`src/rtl/xbar_arbiter.sv`:
```
// rtl/xbar_arbiter.sv - control plane for a 2-master x 2-slave request/ack crossbar
//
// Purpose: decodes each master's target slave from address bit SLV_BIT and runs one
// round-robin arbiter FSM (IDLE/BUSY) per slave. A grant is held until the slave acks
// or the owning master drops req. The block drives the switch-matrix selects and
// req gating, and routes slave acks and rdata selects back to the owning master.
//
// Optional feature: define XBAR_TIMEOUT_EN to add a per-slave busy timeout that
// force-releases a grant after TIMEOUT_CYC busy cycles without ack (s*_tout pulse).
// Without it, BUSY waits indefinitely and s0_tout/s1_tout are tied low.
//
// Ports:
//   clk             system clock, rising edge
//   reset           asynchronous active-low reset
//   m0_req/m1_req   master requests, held until the matching m*_ack
//   m0_addr/m1_addr master addresses, bit SLV_BIT selects the slave
//   s0_ack/s1_ack   single-cycle slave acks
//   s0_sel/s1_sel   master feeding each slave (0 = m0, 1 = m1), holds in IDLE
//   s0_req/s1_req   gated requests to the slaves
//   m0_ack/m1_ack   acks routed back to the masters
//   m0_rsel/m1_rsel slave whose rdata returns to each master
//   s0_tout/s1_tout per-slave timeout pulses
`timescale 1ns/1ps
module xbar_arbiter #(
  parameter int ADDR_W      = 32,
  parameter int SLV_BIT     = 31,
  parameter int TIMEOUT_CYC = 255,
  parameter int CNT_W       = 8
) (
  input  logic              clk,
  input  logic              reset,
  input  logic              m0_req,
  input  logic [ADDR_W-1:0] m0_addr,
  input  logic              m1_req,
  input  logic [ADDR_W-1:0] m1_addr,
  input  logic              s0_ack,
  input  logic              s1_ack,
  output logic              s0_sel,
  output logic              s1_sel,
  output logic              s0_req,
  output logic              s1_req,
  output logic              m0_ack,
  output logic              m1_ack,
  output logic              m0_rsel,
  output logic              m1_rsel,
  output logic              s0_tout,
  output logic              s1_tout
);

  typedef enum logic {IDLE = 1'b0, BUSY = 1'b1} state_t;

  logic [1:0] req;
  logic [1:0] tgt;
  logic [1:0] s_ack;
  logic [1:0] busy;
  logic [1:0] own;
  logic [1:0] grant_vld;
  logic [1:0] winner;
  logic [1:0] s_req;
  logic [1:0] tout;
  logic [1:0] m_ack;
  logic [1:0] m_rsel_q;
  logic       unused_addr;

  assign req   = {m1_req, m0_req};
  assign tgt   = {m1_addr[SLV_BIT], m0_addr[SLV_BIT]};
  assign s_ack = {s1_ack, s0_ack};

  // Only SLV_BIT matters here; the rest of the address belongs to the datapath.
  assign unused_addr = ^{m0_addr, m1_addr};

  for (genvar j = 0; j < 2; j++) begin : g_slv
    localparam logic SLV_ID = 1'(j);

    state_t state_q, state_d;
    logic   own_q, own_d;
    logic   ptr_q, ptr_d;
    logic   cand0, cand1;
    logic   owner_req;
    logic   tmo;
    logic   gv, win;
    logic   busy_l, s_req_l, tout_l;

    assign cand0     = req[0] & (tgt[0] == SLV_ID);
    assign cand1     = req[1] & (tgt[1] == SLV_ID);
    // Once granted, only the owner's req matters; its address is not re-decoded.
    assign owner_req = req[own_q];

`ifdef XBAR_TIMEOUT_EN
    logic [CNT_W-1:0] cnt_q;

    // Held at zero in IDLE so every BUSY entry starts counting from 0.
    always_ff @(posedge clk or negedge reset) begin
      if (!reset) begin
        cnt_q <= '0;
      end else if (state_q == IDLE) begin
        cnt_q <= '0;
      end else if (!s_ack[j]) begin
        cnt_q <= cnt_q + CNT_W'(1);
      end
    end

    assign tmo = (cnt_q == CNT_W'(TIMEOUT_CYC));
`else
    assign tmo = 1'b0;
`endif

    // State register
    always_ff @(posedge clk or negedge reset) begin
      if (!reset) begin
        state_q <= IDLE;
        own_q   <= 1'b0;
        ptr_q   <= 1'b0;
      end else begin
        state_q <= state_d;
        own_q   <= own_d;
        ptr_q   <= ptr_d;
      end
    end

    // Next-state logic
    always_comb begin
      state_d = state_q;
      own_d   = own_q;
      ptr_d   = ptr_q;
      gv      = 1'b0;
      // Contention resolves to the pointer; otherwise the lone candidate wins.
      win     = (cand0 & cand1) ? ptr_q : cand1;
      case (state_q)
        IDLE: begin
          if (cand0 | cand1) begin
            gv      = 1'b1;
            own_d   = win;
            state_d = BUSY;
          end
        end
        BUSY: begin
          // Ack beats abort and timeout; abort leaves the pointer untouched.
          if (s_ack[j]) begin
            state_d = IDLE;
            ptr_d   = ~own_q;
          end else if (!owner_req) begin
            state_d = IDLE;
          end else if (tmo) begin
            state_d = IDLE;
            ptr_d   = ~own_q;
          end
        end
        default: state_d = IDLE;
      endcase
    end

    // Output logic
    always_comb begin
      busy_l  = (state_q == BUSY);
      s_req_l = busy_l & owner_req;
      tout_l  = busy_l & owner_req & ~s_ack[j] & tmo;
    end

    assign busy[j]      = busy_l;
    assign s_req[j]     = s_req_l;
    assign tout[j]      = tout_l;
    assign own[j]       = own_q;
    assign grant_vld[j] = gv;
    assign winner[j]    = win;
  end

  // Ack routing back to the owner; stray acks in IDLE are dropped.
  always_comb begin
    m_ack = 2'b00;
    for (int j = 0; j < 2; j++) begin
      if (busy[j] && s_ack[j]) begin
        m_ack[own[j]] = 1'b1;
      end
    end
  end

  // A master targets one slave, so at most one slave can grant it per cycle.
  always_ff @(posedge clk or negedge reset) begin
    if (!reset) begin
      m_rsel_q <= 2'b00;
    end else begin
      for (int i = 0; i < 2; i++) begin
        if (grant_vld[0] && (winner[0] == 1'(i))) begin
          m_rsel_q[i] <= 1'b0;
        end else if (grant_vld[1] && (winner[1] == 1'(i))) begin
          m_rsel_q[i] <= 1'b1;
        end
      end
    end
  end

  assign s0_sel  = own[0];
  assign s1_sel  = own[1];
  assign s0_req  = s_req[0];
  assign s1_req  = s_req[1];
  assign m0_ack  = m_ack[0];
  assign m1_ack  = m_ack[1];
  assign m0_rsel = m_rsel_q[0];
  assign m1_rsel = m_rsel_q[1];
  assign s0_tout = tout[0];
  assign s1_tout = tout[1];

endmodule

```
`config.mk`:
```
export PLATFORM = sky130hd
export DESIGN_NAME = xbar_arbiter
export DESIGN_NICKNAME = d
export VERILOG_FILES = /design/src/rtl/xbar_arbiter.sv
export SDC_FILE = /design/constraint.sdc
export NUM_CORES = 1
export LEC_CHECK = 0
export CAP_MARGIN = 25
export CELL_PAD_IN_SITES_DETAIL_PLACEMENT = 0
export CELL_PAD_IN_SITES_GLOBAL_PLACEMENT = 1
export CORE_ASPECT_RATIO = 0.6
export CORE_MARGIN = 5
export CORE_UTILIZATION = 12
export DETAILED_ROUTE_END_ITERATION = 10
export PLACE_DENSITY_LB_ADDON = 0.1
export SYNTH_ARGS = -nofsm -noshare
export SYNTH_HDL_FRONTEND = slang
export SYNTH_SLANG_ARGS = --single-unit
```
`constraint.sdc`:
```
create_clock -name clk -period 1.9 [get_ports clk]
set_input_delay 0.57 -clock clk [delete_from_list [all_inputs] [get_ports clk]]
set_output_delay 0.57 -clock clk [all_outputs]
set_load 0.05 [all_outputs]
```
# Word level (Yosys, flattened, before mapping)
# Index checks and enable logic that the tools add are counted.
# totals
out_inout_bits,10
regBits,8
word_cells,71
input_bits,70
# classes
reduce_logical,14
bitwise_logic,19
order_cmp,4
mux,26
# op_table
cell,n
$mux 1,20
$and 1x1->1,8
$logic_and 1x1->1,8
$not 1->1,8
$reduce_and 2->1,4
$lt 1x2->1 const B,2
$mux 2,2
$pmux 1 s2,2
$reduce_bool 2->1,2
$demux 1 s1,2
$ge 1x1->1 const B,2
$or 1x1->1,2
$or 2x2->2,1

# Depth between registers and ports, before layout
# Gate-level depths: netlist of the first run.
# depth
depth_word,7
depth_mapped,3
depth_no_buf,3

# Worst setup path after synthesis of the first run
# OpenSTA, ideal clock, no wires.
# synth_path
path_type,reg2out
startpoint,"register g_slv[0].own_q, in the netlist s0_sel"
endpoint,output s0_req
path_stages_with_launch,3
required_ns,1.330
slack_ns,-0.237
n_path_buf,0
arrival_ns,1.567
cell_sequence,dfrtp_1 -> mux2i_1 -> nor2b_1
# synth_between
elab_chain_cells,3
# synth_rtl
item,line_no,text
from (decl),76,"logic own_q, own_d;"
from (signal assigned),116,own_q <= own_d;
$mux 1 (implied by the code) (2 in a row),87,assign owner_req = req[own_q];
$and 1x1->1,-,
to (decl),40,"output logic s0_req,"
# No other way between the ends. The select of a mux whose other input is x is not followed.

# Final worst setup path of the first run
# layout_path
startpoint,input s0_ack
endpoint,output m0_ack
# layout_between
elab_chain_cells,4
# layout_rtl
item,line_no,text
from (decl),36,"input logic s0_ack,"
$logic_and 1x1->1 *,172,if (busy[j] && s_ack[j]) begin
$mux 2 *,172,
$or 2x2->2 (no source line),-,
$mux 2 *,172,
to (decl),42,"output logic m0_ack,"
# Mark *: on every way between the ends. The rest lies on a longest branch, timed or not.

==> flow_summary.toml, run 1 <==
[global_route]
overflow = 0
grt_max_degree = 9
grt_usage_pct = 5.83
grt_pass1_vias = 428
grt_pass1_wl_um = 2120
antenna_found_initial = 0

[layout]
synthToLayoutAreaGrowth_pct = 83.5
drive_gt1_share_pct = 33.8
n_antenna_cell = 0
nNetsFinal = 143
instances_no_fill = 116

[sta]
clock_skew_ps = 2.56
final_hold_viol_count = 0
setup_slack_ps = 52.5
fmax_ghz = 0.541
finalSetupViolCount = 0
period_share_pct = 97.2
rsz0062_at_grt = "false"
slew_viol_final = 0
fin_crit_ps = 1850

[routing]
wirelength_um = 1390
drt-pass1-iter-count = 2
routed_via_density = 3.60
drtAntennaViolNets = 0
drtIter0Drc = 9
drc = 0
avgRoutedWirePerCell_um = 12.0
vias = 418

[synth]
yosysUniqueCellTypes = 20
synth_cells = 46
seq_area_frac_synth_pct = 46.2
synth_area_um2 = 433
ys_ff_latch = 8
ys_warn_count = 0
syn_area_per_cell_um2 = 9.41

[critical_path]
endpoint = "m0_ack"
ff2ff_setup_slack_ps = 660
start_kind = "input pin"
crit_path_max_incr_delay_ps = 270
r2r-end = "g_slv[0].busy_l$_DFF_PN0_"
worst_ep_required_time_ps = 1330
cp_max_fo = 3
r2r-start = "s0_sel$_DFFE_PN0N_"
startpoint = "s0_ack"
slowest_stage = "dlygate4sd2_1"
crit_chain = "dlygate4sd2_1 > nand2_2 > o22ai_2 > buf_12"
end_kind = "primary output"
worstSetupPathType = "input pin to primary output"
reg2reg_depth = 4
cp.arrival_ps = 1280

[placed_design]
dp_hpwl_um = 1140
placed_cells_incl_taps = 112
place.gp.congestion = 0.696
pre_cts_ws_ps = -253
io_buffer_count = 15

[die]
fp-row-count = 16
die_w_um = 87.5
initial_utilization_pct = 12.9
core_area_um2 = 3360
die_h_um = 56.5
dieArea_um2 = 4950
io_pins = 80

[clocking]
clockBufferDepth = 2
path_clk_slew_ps = 40
htree_levels = 1
cts_tree = "yes"
numCtsBuffers = 3
clock_sinks = 8
cts_hold_buffers = 0
clkLatencyLatePin_ps = 230
cts_root_buf = "clkbuf_8"

[min_path]
min_path_type = "flip-flop to flip-flop"

[flow_run]
drv_cap = 0

[power_and_ir_drop]
power_density_nw_per_um2 = 1150
p_leak_nw = 0.367
ir_drop_uv = 374

[status]
outcome = "completed"
==> layer usage <==
| layer | global-route usage, % | share of wire (%) | up-vias |
|---|---|---|---|
| met1 | 8.61 | 55 | 190 |
| met5 | 0 | 0 | - |
| met3 | 2.92 | 7.5 | 2 |
| li1 | - | - | 210 |
| met4 | 2.63 | 1.3 | 0 |
| met2 | 6.65 | 36 | 16 |
==> cell families after synthesis <==
family | share of synthesized area (%)
AND/OR/NAND/NOR | 16.5
AO/OA/AOI/OAI | 24.9
flip-flops | 46.2
buffers and inverters | 6.93
multiplexers | 4.62
other | 0.866
==> state kept, by name (all words and copies together), names as in the netlist <==
signal and flops:
g_slv.busy_l 2, g_slv.ptr_q 2, m_rsel_q 2, s1_sel 1
s0_sel 1
==> cell type report <==
type                    count  area [um^2]
flip-flops and latches      8          200
clock buffers               3         41.3
multi-input cells          33          220
inverters                   4         15.0
well taps                  45         56.3
fillers                   377         2570
repair buffers             23          262
==> cell usage after synthesis, drive strengths merged <==
master | instances | share of area [%]
nor2 | 2 | 1.7
o21ai | 2 | 2.3
a21boi | 1 | 1.7
o21a | 2 | 3.5
dfrtp | 8 | 46
a21oi | 2 | 2.3
a311o | 1 | 2.3
conb | 1 | 0.87
a21o | 2 | 3.5
o32a | 1 | 2.3
buf | 2 | 3.5
nand2b | 3 | 4.3
nor2b | 2 | 2.9
inv | 4 | 3.5
mux2i | 2 | 4.6
o22ai | 1 | 1.4
a311oi | 2 | 5.5
nand2 | 6 | 5.2
nand3 | 2 | 2.3
==> worst max-delay path, delay by kind of cell <==
kind | cells | cell delay, ps
compound gates | 1 | 190
buf+inv | 2 | 430
simple gates | 1 | 80
==> metrics by stage <==
step	utilization, %	setup TNS, ps	total power, mW	hold slack, ps	area, um^2
finish	23.6	0	0.916	497	795
global route	23.6	0	0.971	554	795
CTS	23.3	0	0.929	507	783
detailed placement	22.2	-888	0.719	497	747
global placement	22.2	-892	0.721	482	747
floorplan	-	-4.99	0.505	274	448
==> placed cells by master, fill, tap and decap left out, types with 3 or more instances in the layout <==
cell type	synthesis	layout
dfrtp_1	8	8
buf_12	0	6
clkbuf_8	0	3
inv_1	4	4
nand2_1	6	5
buf_4	2	10
clkdlybuf4s50_1	0	3
nand2b_1	3	3
dlygate4sd2_1	0	3
==> worst min path at each step <==
stage / from / to / slack, ps / depth (start not counted)
3_5_place_dp: m_rsel_q[1]$_DFFE_PN0P_ / m_rsel_q[1]$_DFFE_PN0P_ / 500 / 1
4_1_cts: m_rsel_q[1]$_DFFE_PN0P_ / m_rsel_q[1]$_DFFE_PN0P_ / 510 / 1
5_1_grt: m_rsel_q[1]$_DFFE_PN0P_ / m_rsel_q[1]$_DFFE_PN0P_ / 550 / 1
3_3_place_gp: m_rsel_q[0]$_DFFE_PN0P_ / m_rsel_q[0]$_DFFE_PN0P_ / 480 / 1
6_report: m_rsel_q[1]$_DFFE_PN0P_ / m_rsel_q[1]$_DFFE_PN0P_ / 500 / 1
2_1_floorplan: reset / g_slv[0].busy_l$_DFF_PN0_ / 270 / 0
==> power by group <==
part | internal [mW] | total [mW] | switching [mW] | leakage (nW)
clock network | 0.137 | 0.202 | 0.0653 | 0.0216
registers | 0.221 | 0.285 | 0.0641 | 0.0951
logic | 0.193 | 0.429 | 0.236 | 0.250
total | 0.550 | 0.916 | 0.366 | 0.367
==> timing repair <==
action / in CTS / in global routing
setup endpoints to repair: 4 / 3
hold endpoints to repair: 0 / 0
gates resized for setup: 4 / 2
pin swaps: 1 / 1
buffers inserted: 0 / 1
Power figures use the tool's default switching activity.
==> run 2, diff against run 1 <==
CORE_UTILIZATION = 10   (was 12)
SLEW_MARGIN = 5   (was default)
clock period = 1.65 ns   (was 1.9 ns; I/O delays follow)
==> flow_summary.toml, run 2 (synthesized netlist as in run 1, its figures left out) <==
[global_route]
grt_pass1_vias = 456
antenna_found_initial = 0
grt_pass1_wl_um = 2330
grt_max_degree = 9
overflow = 0
grt_usage_pct = 5.77

[clocking]
cts_tree = "yes"
clkLatencyLatePin_ps = 230
htree_levels = 1
cts_root_buf = "clkbuf_8"
numCtsBuffers = 3
path_clk_slew_ps = 40
clock_sinks = 8
clockBufferDepth = 2
cts_hold_buffers = 0

[critical_path]
end_kind = "primary output"
start_kind = "flip-flop"
worstSetupPathType = "flip-flop to primary output"
cp.arrival_ps = 1160
worst_ep_required_time_ps = 1150
cp_max_fo = 5
reg2reg_depth = 4

[min_path]
min_path_type = "flip-flop to flip-flop"
hold_depth = 2

[power_and_ir_drop]
p_leak_nw = 0.408
cellInternalPower_uw = 741
power_density_nw_per_um2 = 1280
swShare_pct = 38.3
ir_drop_uv = 408
clkPwrFrac_pct = 20.2
comb_power_share_pct = 51.9
p_sw_uw = 460
p_seq_share_pct = 27.9

[die]
io_pins = 80
die_h_um = 61.0
core_area_um2 = 4140
fp-row-count = 18
dieArea_um2 = 5790
die_w_um = 94.9
initial_utilization_pct = 10.4

[layout]
drive_gt1_share_pct = 51.9
multi_input_area_um2 = 250
synthToLayoutAreaGrowth_pct = 117
nNetsFinal = 150
final_cell_mix = "buf_4, buf_12, inv_1, dfrtp_2, dfrtp_1"
layout_commonest_cell = "buf_4"
n_antenna_cell = 0
final.fill_count = 470
regArea_um2 = 205

[sta]
fin_crit_ps = 1650
timing.hold.ws_ps = 538
setup_slack_ps = -4.51
finalSetupViolCount = 1
final_hold_viol_count = 0
fmax_ghz = 0.604
clock_skew_ps = 5.05
slew_viol_final = 0
rsz0062_at_grt = "true"
period_share_pct = 100

[status]
violations = "negative setup slack"
outcome = "finished with violations"

[placed_design]
place.gp.congestion = 0.712
pre_cts_ws_ps = -331
io_buffer_count = 15
dp_hpwl_um = 1150

[routing]
routed_via_density = 3.19
vias = 443
avgRoutedWirePerCell_um = 10.4
drt-pass1-iter-count = 4
drtAntennaViolNets = 0
wirelength_um = 1440
drc = 0
drtIter0Drc = 3

[flow_run]
drv_cap = 0
## run 2: worst max-delay path, stage by stage (launching register included)
cell,delay (ps)
dfrtp_2,450
buf_6,140
o22ai_4,180
buf_12,160
## run 2: layer usage
| metal | vias to the layer above | track usage (%) | share of wire (%) |
|---|---|---|---|
| li1 | 225 | - | - |
| met4 | 0 | 1.85 | 0.55 |
| met1 | 204 | 7.19 | 50 |
| met3 | 2 | 3.72 | 6.5 |
| met5 | - | 0 | 0 |
| met2 | 12 | 8.12 | 43 |
## run 2: layout make-up
cell class / instances / share of cell area (%)
clock buffers: 4 / 4.80
well taps: 60 / 8.00
repair buffers: 30 / 37.1
multi-input cells: 33 / 26.7
inverters: 4 / 1.60
flip-flops and latches: 8 / 21.9
## run 2: timing repair
action | in CTS | in global routing
buffers inserted | 3 | 1
hold endpoints to repair | 0 | 0
gates resized for setup | 16 | 2
pin swaps | 1 | 1
setup endpoints to repair | 4 | 4
## run 2: path summary, 6_finish.rpt
kind / to / slack, ps / startpoint
worst max-delay path: m0_ack / -5 / s0_sel$_DFFE_PN0N_
worst min-delay path: g_slv[0].ptr_q$_DFFE_PN0N_ / 540 / g_slv[0].ptr_q$_DFFE_PN0N_
worst max register to register: g_slv[1].busy_l$_DFF_PN0_ / 530 / s1_sel$_DFFE_PN0N_
worst min register to register: g_slv[0].ptr_q$_DFFE_PN0N_ / 540 / g_slv[0].ptr_q$_DFFE_PN0N_
max in group asynchronous: g_slv[1].busy_l$_DFF_PN0_ / 770 / reset
min in group asynchronous: m_rsel_q[0]$_DFFE_PN0P_ / 560 / reset
## run 2: power by group through the flow
stage / Clock (mW) / Sequential, mW / Combinational (mW)
floorplan: 0 / 0.411 / 0.183
global placement: 0 / 0.340 / 0.571
detailed placement: 0 / 0.335 / 0.566
CTS: 0.256 / 0.332 / 0.619
global route: 0.268 / 0.344 / 0.656
finish: 0.243 / 0.335 / 0.623
## run 2: stage by stage
step	util, %	instances	instance area [um^2]	setup TNS, ps	total power [mW]
finish	22.6	139	938	-4.51	1.20
global route	22.6	139	938	-152	1.27
CTS	22.3	138	926	-7.17	1.21
detailed placement	20.1	131	833	-1770	0.901
global placement	20.1	131	833	-1910	0.911
floorplan	-	47	460	0	0.594
